**src/rtl/wb_arbiter.sv**
```systemverilog
// Write-back arbiter: ALU results take priority; buffered loads drain into the free write slots.
// Optional starvation guard enabled by defining WB_STARVE_GUARD_EN.
module wb_arbiter #(
  parameter int DEPTH        = 4,
  parameter int STARVE_LIMIT = 8
) (
  input  logic        Clk,
  input  logic        Reset,
  input  logic        AluValid,
  input  logic [4:0]  AluReg,
  input  logic [31:0] AluData,
  output logic        AluStall,
  input  logic        MemValid,
  output logic        MemReady,
  input  logic [4:0]  MemReg,
  input  logic [31:0] MemData,
  output logic        RegWrite,
  output logic [4:0]  WriteRegister,
  output logic [31:0] WriteData,
  output logic [31:0] PendingMask
);

  localparam int AW = $clog2(DEPTH);

  if (DEPTH < 2 || (DEPTH & (DEPTH - 1)) != 0 || STARVE_LIMIT < 1) begin : g_bad_param
    $error("wb_arbiter: DEPTH must be a power of two >= 2 and STARVE_LIMIT >= 1");
  end

  logic [AW:0]   wr_ptr_q, wr_ptr_d, rd_ptr_q, rd_ptr_d;
  logic [4:0]    mem_reg_q  [DEPTH];
  logic [4:0]    mem_reg_d  [DEPTH];
  logic [31:0]   mem_data_q [DEPTH];
  logic [31:0]   mem_data_d [DEPTH];
  logic          reg_write_q, reg_write_d;
  logic [4:0]    write_register_q, write_register_d;
  logic [31:0]   write_data_q, write_data_d;

  logic          full, empty, push, pop, alu_cand, alu_win, force_fifo;
  logic [AW:0]   count;
  logic [AW-1:0] offset;

  assign empty    = (wr_ptr_q == rd_ptr_q);
  assign full     = (wr_ptr_q[AW] != rd_ptr_q[AW]) && (wr_ptr_q[AW-1:0] == rd_ptr_q[AW-1:0]);
  assign count    = wr_ptr_q - rd_ptr_q;
  assign MemReady = !full;
  assign alu_cand = AluValid && (AluReg != 5'd0);
  // Loads to r0 complete the handshake but are never stored.
  assign push     = MemValid && !full && (MemReg != 5'd0);
  assign alu_win  = alu_cand && !force_fifo;
  assign pop      = !empty && !alu_win;

`ifdef WB_STARVE_GUARD_EN
  localparam int CW = $clog2(STARVE_LIMIT + 1);

  logic [CW-1:0] starve_cnt_q, starve_cnt_d;
  logic          alu_stall_q, alu_stall_d;

  assign force_fifo = alu_stall_q;
  assign AluStall   = alu_stall_q;

  always_comb begin
    starve_cnt_d = starve_cnt_q;
    alu_stall_d  = 1'b0;
    if (pop) begin
      starve_cnt_d = '0;
    end else if (!empty && alu_win) begin
      starve_cnt_d = starve_cnt_q + CW'(1);
      alu_stall_d  = (starve_cnt_d == CW'(STARVE_LIMIT));
    end
  end

  always_ff @(posedge Clk or posedge Reset) begin
    if (Reset) begin
      starve_cnt_q <= '0;
      alu_stall_q  <= 1'b0;
    end else begin
      starve_cnt_q <= starve_cnt_d;
      alu_stall_q  <= alu_stall_d;
    end
  end
`else
  assign force_fifo = 1'b0;
  assign AluStall   = 1'b0;
`endif

  always_comb begin
    wr_ptr_d   = wr_ptr_q + (AW+1)'(push);
    rd_ptr_d   = rd_ptr_q + (AW+1)'(pop);
    mem_reg_d  = mem_reg_q;
    mem_data_d = mem_data_q;
    if (push) begin
      mem_reg_d[wr_ptr_q[AW-1:0]]  = MemReg;
      mem_data_d[wr_ptr_q[AW-1:0]] = MemData;
    end
  end

  always_comb begin
    reg_write_d      = 1'b0;
    write_register_d = 5'd0;
    write_data_d     = 32'd0;
    if (alu_win) begin
      reg_write_d      = 1'b1;
      write_register_d = AluReg;
      write_data_d     = AluData;
    end else if (pop) begin
      reg_write_d      = 1'b1;
      write_register_d = mem_reg_q[rd_ptr_q[AW-1:0]];
      write_data_d     = mem_data_q[rd_ptr_q[AW-1:0]];
    end
  end

  // An entry is live when its distance from the read pointer is below the occupancy.
  always_comb begin
    PendingMask = 32'd0;
    offset      = '0;
    for (int i = 0; i < DEPTH; i++) begin
      offset = AW'(i) - rd_ptr_q[AW-1:0];
      if ({1'b0, offset} < count) PendingMask[mem_reg_q[i]] = 1'b1;
    end
  end

  always_ff @(posedge Clk or posedge Reset) begin
    if (Reset) begin
      wr_ptr_q         <= '0;
      rd_ptr_q         <= '0;
      mem_reg_q        <= '{default: '0};
      mem_data_q       <= '{default: '0};
      reg_write_q      <= 1'b0;
      write_register_q <= 5'd0;
      write_data_q     <= 32'd0;
    end else begin
      wr_ptr_q         <= wr_ptr_d;
      rd_ptr_q         <= rd_ptr_d;
      mem_reg_q        <= mem_reg_d;
      mem_data_q       <= mem_data_d;
      reg_write_q      <= reg_write_d;
      write_register_q <= write_register_d;
      write_data_q     <= write_data_d;
    end
  end

  assign RegWrite      = reg_write_q;
  assign WriteRegister = write_register_q;
  assign WriteData     = write_data_q;

endmodule

```
**config.mk**
```make
export PLATFORM = sky130hd
export DESIGN_NAME = wb_arbiter
export DESIGN_NICKNAME = d
export VERILOG_FILES = /design/src/rtl/wb_arbiter.sv
export SDC_FILE = /design/constraint.sdc
export NUM_CORES = 1
export LEC_CHECK = 0
export BUFFER_PORTS_ARGS = -buffer_cell sky130_fd_sc_hd__buf_4
export CORE_ASPECT_RATIO = 0.7
export CORE_MARGIN = 2
export CORE_UTILIZATION = 45
export DETAILED_ROUTE_END_ITERATION = 16
export GPL_TIMING_DRIVEN = 0
export PLACE_DENSITY = 0.79
export SLEW_MARGIN = 20
export SYNTH_ARGS = -nofsm -noshare
export SYNTH_HDL_FRONTEND = slang
export SYNTH_SLANG_ARGS = --single-unit
```
**constraint.sdc**
```tcl
create_clock -name Clk -period 6.8 [get_ports Clk]
set_input_delay 1.36 -clock Clk [delete_from_list [all_inputs] [get_ports Clk]]
set_output_delay 1.36 -clock Clk [all_outputs]
set_load 0.02 [all_outputs]
```
==> summary.txt, run 1 <==
Synth Warn #: 0
I/O pins: 150
Hold Path Class: flop to flop
Nets: 973
Number of synthesized flops with an enable pin: 0
Initial antenna violation count: 0
Buf/Inv on CP: 5
Hold worst-path end: mem_data_q[62]$_DFFE_PP0P_
Leak: 5.16 nW
Core Region: 20900 um^2
Max Root-Sink Buffers: 2
Hold path startpoint: mem_data_q[62]$_DFFE_PP0P_
Number of global-route vias before repair: 6811
Max-cap violation count: 0
Cells along the critical path: clkbuf_1, inv_1, fa_1, inv_1, ha_1, nor2b_1, o21ai_1, clkbuf_1, nand2_1, nand4_1, buf_4
Root buffer cell: clkbuf_16
CP Capture Type: output pin
Reg2Reg Capture Point: mem_data_q[32]$_DFFE_PP0P_
Pwr dens: 584 nW/um^2
Critical Path Source Type: flop
Largest net degree at the start of global routing: 107
Die Area: 22700 um^2
Worst hold stages: 1
Yosys top cell by area: dfrtp_1
GRT met1 Usage: 0.337
Slowest Stage Delay on Critical Path: 0.63 ns
Peak VDD IR: 0.306 mV
Post-synthesis register bit count: 192
First-pass GRT wire length: 38.5 mm
Worst path arrival time: 4.31 ns
Top cells by count, synth: 192 x dfrtp_1, 113 x mux2_2, 51 x nand3_1
Status: completed
R2R cell count: 8
Post-Syn Instances: 715
Num rows: 44
Combinational power share: 0.561
Post-synthesis sequential area ratio: 0.498
Setup ws final: 1.13 ns
Final GP Congestion: 0.949
Die width: 179 um
Via density: 5.77
Max Clock Freq: 176 MHz
CTS tree: built
DRT Pass-1 Iters: 5
Share of cells above drive strength 1: 0.441
Slew at the pin closest to its max-slew limit: 0.916 ns
CP delay by family, top: buffers and inverters
Met2 track demand over resource: 0.324
Post-CTS Hold Buffers: 0
CP max-delay cell: clkbuf_1
Clock transition at path regs: 0.07 ns
Req. time, crit path: 5.44 ns
Internal: 3.93 mW
Diodes inserted: 0
Post-cts resize count: 0
Clock power frac: 0.140
DP Worst Slack: 1.62 ns
Clock sinks: 192
Worst r2r src: rd_ptr_q[1]$_DFF_PP0_
Slew Limit Fails: 0
IO Port Bufs: 148
Top cell type's share of synthesized area: 0.498
Num CTS Buffers: 17
Switching part of the total power: 0.426
DRT iter0 DRCs: 663
Synth top area cells: dfrtp_1 50%, mux2_2 13%, mux4_2 8.6%, mux2_4 4.7%, a22o_1 3.4%
Clk_lat worst skew: 0.42 ns
Syn_area_per_cell: 13.5 um^2
WS Path Type: flop to output pin
GRT overflow: 0
Distinct cells, synth: 48
Total net switching power: 2.91 mW
GRT Max-Usage Layer: met1
Final HPWL DP: 17.3 mm
Cell area after synthesis: 9650 um^2
Layout Skew: 0.0163 ns
Critical Path Fanout Max: 10
Hold Vio Cnt, Final: 0
Antenna viol nets, final: 0
Post-Syn Nets: 805
Async S/R FF share, synth: 1.00
H-Tree Depth: 4
Final worst path period share: 0.834
Total power: 6.84 mW
Met3 usage: 0.0561
Sequential share of power: 0.299
P&R area growth vs syn: 21.3%
Minimum clock period: 5.67 ns
Setup-failing EPs final: 0
Initial Util: 0.463
Detailed Route WL: 24.7 mm
Most frequent cell after synthesis: dfrtp_1
Main flop type after synthesis: dfrtp_1
Die Span Y: 127 um
DRC: 0
Vias: 6758
Routed length per instance: 21.1 um
Slew headroom: 0.390
RSZ-0062 raised after global routing: no
Reg2reg setup slack: 3.37 ns
Post-CTS setup buffers: 0
Fillers: 1753
Global-route usage over all layers: 0.222
[stage by stage]
step / TNS [ns] / utilization / hold WS, ns / instances / area, um^2
floorplan: 0 / - / 0.452 / 715 / 9650
global placement: -352.24 / 0.532 / 0.465 / 1139 / 11100
detailed placement: 0 / 0.534 / 0.483 / 1140 / 11100
CTS: 0 / 0.561 / 0.499 / 1171 / 11700
global route: 0 / 0.561 / 0.516 / 1171 / 11700
finish: 0 / 0.561 / 0.496 / 1171 / 11700
[area by class of cell]
| class | instances | area [um^2] | area share |
|---|---|---|---|
| clock inverter | 13 | 124 | 0.0106 |
| tap | 276 | 345 | 0.0295 |
| clock buffer | 18 | 439 | 0.0375 |
| multi-input combinational | 460 | 4530 | 0.387 |
| sequential | 192 | 4800 | 0.410 |
| timing repair buffer | 149 | 1140 | 0.0973 |
| buffer | 54 | 287 | 0.0245 |
| inverter | 9 | 41.3 | 0.00353 |
[metal layers]
layer,vias up,wire [um]
met2,278,10900
met1,3431,11600
met3,13,1950
met4,0,153
met5,-,0
li1,3036,-
[power by group through the flow]
stage | combinational [mW] | clock, mW | sequential [mW]
CTS | 3.80 | 0.975 | 2.04
global placement | 3.72 | 0 | 2.03
detailed placement | 3.79 | 0 | 2.06
global route | 4.08 | 1.02 | 2.12
finish | 3.84 | 0.956 | 2.05
floorplan | 2.51 | 0 | 2.10
[cell families after synthesis]
group / count (synthesis) / share of synthesized area
other: 1 / 0.000389
AOI/OAI and AO/OA: 81 / 0.0708
and+or+nand+nor: 175 / 0.104
xor gates and xnor gates: 6 / 0.00713
adders and majority gates: 12 / 0.0163
muxes: 185 / 0.271
buffers and inverters: 63 / 0.0332
DFF: 192 / 0.498
[how the worst max path moves through the flow]
stage,depth (start not counted),to,from,slack [ns]
finish,11,PendingMask[24],rd_ptr_q[1]$_DFF_PP0_,1.13
global route,11,PendingMask[16],rd_ptr_q[1]$_DFF_PP0_,0.86
CTS,11,PendingMask[10],rd_ptr_q[0]$_DFF_PP0_,1.17
detailed placement,11,PendingMask[10],rd_ptr_q[0]$_DFF_PP0_,1.62
global placement,2,WriteData[26]$_DFF_PP0_,Reset,-1.85
floorplan,1,RegWrite$_DFF_PP0_,Reset,0.21
[placed cells by master, fill, tap and decap left out, types with 15 or more instances in the layout]
cell type  count
a32oi_1       15
a22o_1        37
buf_2         15
mux2_2       113
nand2_1       28
buf_4        150
nand3b_1      18
dfrtp_1      192
clkbuf_16     17
nand3_1       51
mux2_4        30
mux4_2        37
nor2_1        23
clkbuf_1      23
[sequential cells by signal, summed over array words and instances (netlist names)]
name           cells
mem_reg_q         20
wr_ptr_q           3
WriteData         32
WriteRegister      5
mem_data_q       128
RegWrite           1
rd_ptr_q           3
Note: power is estimated with default switching activity, not from simulation.
==> inputs of run 2 (changes only) <==
ABC_AREA = 1   (was default)
PLACE_DENSITY = 0.76   (was 0.79)
clock period = 5.4 ns   (was 6.8 ns; I/O delays follow)
==> run 2 against run 1 <==
Net effect:
- area after synthesis grew 9.9%
- worst setup slack lost 0.21 ns
- die area grew 9.6%
- synthesized cell count grew 110%
- total power grew 27%
- first-iteration DRC count grew 92%
- global-route usage grew 6.9 points
- worst hold slack lost 0.015 ns
- largest power group unchanged
- highest routed layer unchanged
==> summary.txt, run 2 <==
Status: completed
Final worst path period share: 0.829
Global-route usage over all layers: 0.291 (+0.0694)
Post-synthesis sequential area ratio: 0.453 (-0.0448)
RSZ-0062 raised after global routing: no
Antenna viol nets, final: 0 (unchanged)
Async S/R FF share, synth: 1.00 (unchanged)
Req. time, crit path: 4.32 ns (-1.12 ns)
Slew at the pin closest to its max-slew limit: 0.788 ns (-0.128 ns)
Cell Count Post-Placement: 1996 (+75%)
Most common cell after layout, fill and taps aside: nand2_1
Critical Path Fanout Max: 10 (unchanged)
Root buffer cell: clkbuf_16
Max FFs per register: 128 (unchanged)
Initial Util: 0.463 (about the same)
Num CTS Buffers: 17 (unchanged)
Final HPWL DP: 26.0 mm (+51%)
Biggest register: mem_data_q
Yosys top cell by area: dfrtp_1
Via density: 5.33 (-7.7%)
Clock transition at path regs: 0.08 ns (about the same)
R2R cell count: 10 (+2)
Hold Vio Cnt, Final: 0 (unchanged)
Vias: 10.8k (+60%)
CP Capture Type: output pin
Number of global-route vias before repair: 10.0k (+47%)
Total power: 8.70 mW (+27%)
Clk_lat worst skew: 0.45 ns (+0.03 ns)
Post-Syn Nets: 1621 (+100%)
Post-Syn Instances: 1531 (+110%)
Max-cap violation count: 0 (unchanged)
WHS: 0.481 ns (-0.0152 ns)
Post-synthesis register bit count: 192 (unchanged)
Multi-input logic area: 4940 um^2 (+9.1%)
Hold worst-path end: mem_data_q[24]$_DFFE_PP0P_
Reg2Reg Capture Point: rd_ptr_q[2]$_DFF_PP0_
Most frequent cells in the layout: 694 x nand2_1, 222 x nand3_1, 192 x dfrtp_1
IO Port Bufs: 147 (-0.68%)
Number of synthesized flops with an enable pin: 0 (unchanged)
Dpl cell area: 12200 um^2 (+9.7%)
Non-Filler Instances: 2028 (+73%)
Slew Limit Fails: 0 (unchanged)
I/O pins: 150 (unchanged)
Post-CTS setup buffers: 0 (unchanged)
Routed length per instance: 17.5 um (-17%)
WS Path Type: flop to output pin
Share of cells above drive strength 1: 0.148 (-0.293)
Largest net degree at the start of global routing: 34 (-68%)
Setup-failing EPs final: 0 (unchanged)
Post-CTS Hold Buffers: 0 (unchanged)
GRT overflow: 0 (unchanged)
Die Area: 24800 um^2 (+9.6%)
Peak VDD IR: 0.384 mV (+26%)
Most frequent cell after synthesis: nand2_1
DRC: 0 (unchanged)
Minimum clock period: 4.48 ns
Max Clock Freq: 223 MHz
Main flop type after synthesis: dfrtp_1
Diodes inserted: 0 (unchanged)
Slew headroom: 0.475 (+0.0854)
Sequential Area: 4800 um^2 (unchanged)
Top cell type's share of synthesized area: 0.453 (-0.0448)
Layout Skew: 0.0157 ns (-0.000568 ns)
Hold path startpoint: mem_data_q[24]$_DFFE_PP0P_
Clock sinks: 192 (unchanged)
Worst hold stages: 2 (+1)
Pwr dens: 680 nW/um^2 (+16%)
Critical Path Source Type: flop
Reg2reg setup slack: 2.90 ns (-0.47 ns)
Setup TNS Final: 0 ns (unchanged)
Syn_area_per_cell: 6.93 um^2 (-49%)
Nets: 1793 (+84%)
Top cells by count, synth: 694 x nand2_1, 222 x nand3_1, 192 x dfrtp_1
Synth Warn #: 0 (unchanged)
Fillers: 2217 (+26%)
Synth top area cells: dfrtp_1 45%, nand2_1 25%, nand3_1 10%, nor2_1 4.7%, inv_1 3.5%
Die Span Y: 132 um (+4.7%)
Cell area after synthesis: 10600 um^2 (+9.9%)
Core Region: 22900 um^2 (+9.8%)
P&R area growth vs syn: 20.6%
First-pass GRT wire length: 56.1 mm (+46%)
Die width: 187 um (+4.7%)
Num rows: 46 (+4.5%)
Detailed Route WL: 35.4 mm (+44%)
Worst r2r src: rd_ptr_q[1]$_DFF_PP0_
DRT iter0 DRCs: 1273 (+92%)
H-Tree Depth: 4 (unchanged)
Post-cts resize count: 0 (unchanged)
Distinct cells, synth: 30 (-38%)
Final instance area: 12800 um^2 (+9.3%)
CTS tree: built
Initial antenna violation count: 0 (unchanged)
DRT Pass-1 Iters: 5 (unchanged)
Leak: 6.90 nW (+34%)
Max Root-Sink Buffers: 2 (unchanged)
Final GP Congestion: 0.953 (+0.45%)
Hold Path Class: flop to flop
Worst path arrival time: 3.40 ns (-0.91 ns)
-- run 2: cell count changes after synthesis, sizes merged, moves of 37 or more --
cell / delta
nand2: +669
nor2: +114
nand3: +171
mux2: -148
inv: +93
mux4: -37
a22o: -37
-- run 2: cells by family after synthesis --
family          after synthesis  share of synthesized area
fa+ha+maj                    12                     0.0149
simple gates               1065                      0.411
compound gates               78                     0.0380
other cells                   1                   0.000354
buf+inv                     181                     0.0814
flops                       192                      0.453
xor+xnor                      2                    0.00165
-- run 2: worst max path at each step --
stage / cells past startpoint / slack (ns) / to / from
after floorplan: 1 / 1.84 / RegWrite$_DFF_PP0_ / Reset
after global placement: 2 / 0.67 / WriteData[3]$_DFF_PP0_ / Reset
after detailed placement: 14 / 1.51 / PendingMask[27] / wr_ptr_q[0]$_DFF_PP0_
after CTS: 14 / 1.01 / PendingMask[27] / wr_ptr_q[0]$_DFF_PP0_
after global routing: 14 / 0.72 / PendingMask[24] / wr_ptr_q[0]$_DFF_PP0_
final: 14 / 0.92 / PendingMask[24] / wr_ptr_q[0]$_DFF_PP0_
-- run 2: per-layer routing --
metal	routed length (um)	vias up	global-route usage
met2	14600	559	0.408
met4	587	0	0.0661
li1	-	5121	-
met5	0	-	0
met1	16300	5066	0.452
met3	3960	56	0.0682
-- run 2: worst max-delay path: stages (launching register included) --
cell and delay [ns]:
dfrtp_1 0.46, inv_1 0.12, ha_1 0.18, inv_1 0.07, fa_1 0.48, inv_1 0.09, ha_1 0.30, o21bai_1 0.15
nand3_1 0.33, buf_4 0.31, nand2_1 0.06, nand2_1 0.05, inv_1 0.11, nand2_1 0.07, buf_4 0.16
-- run 2: through the flow --
stage                     worst slack, ns  utilization
after global placement              0.666        0.528
after floorplan                      1.84            -
after detailed placement             1.51        0.534
after CTS                            1.01        0.559
final                               0.924        0.559
after global routing                0.722        0.559
-- run 2: area by class of cell --
class,count,share of cell area
buffer,78,0.0373
clock buffer,19,0.0338
clock inverter,13,0.0109
inverter,103,0.0305
multi-input combinational,1158,0.386
sequential,192,0.375
tap,312,0.0305
timing repair buffer,153,0.0956
-- run 2: power by group --
group / switching [mW] / internal (mW) / total (mW)
registers: 0.447 / 2.09 / 2.54
clock network: 0.609 / 0.654 / 1.26
logic: 3.31 / 1.59 / 4.90
total: 4.37 / 4.33 / 8.70
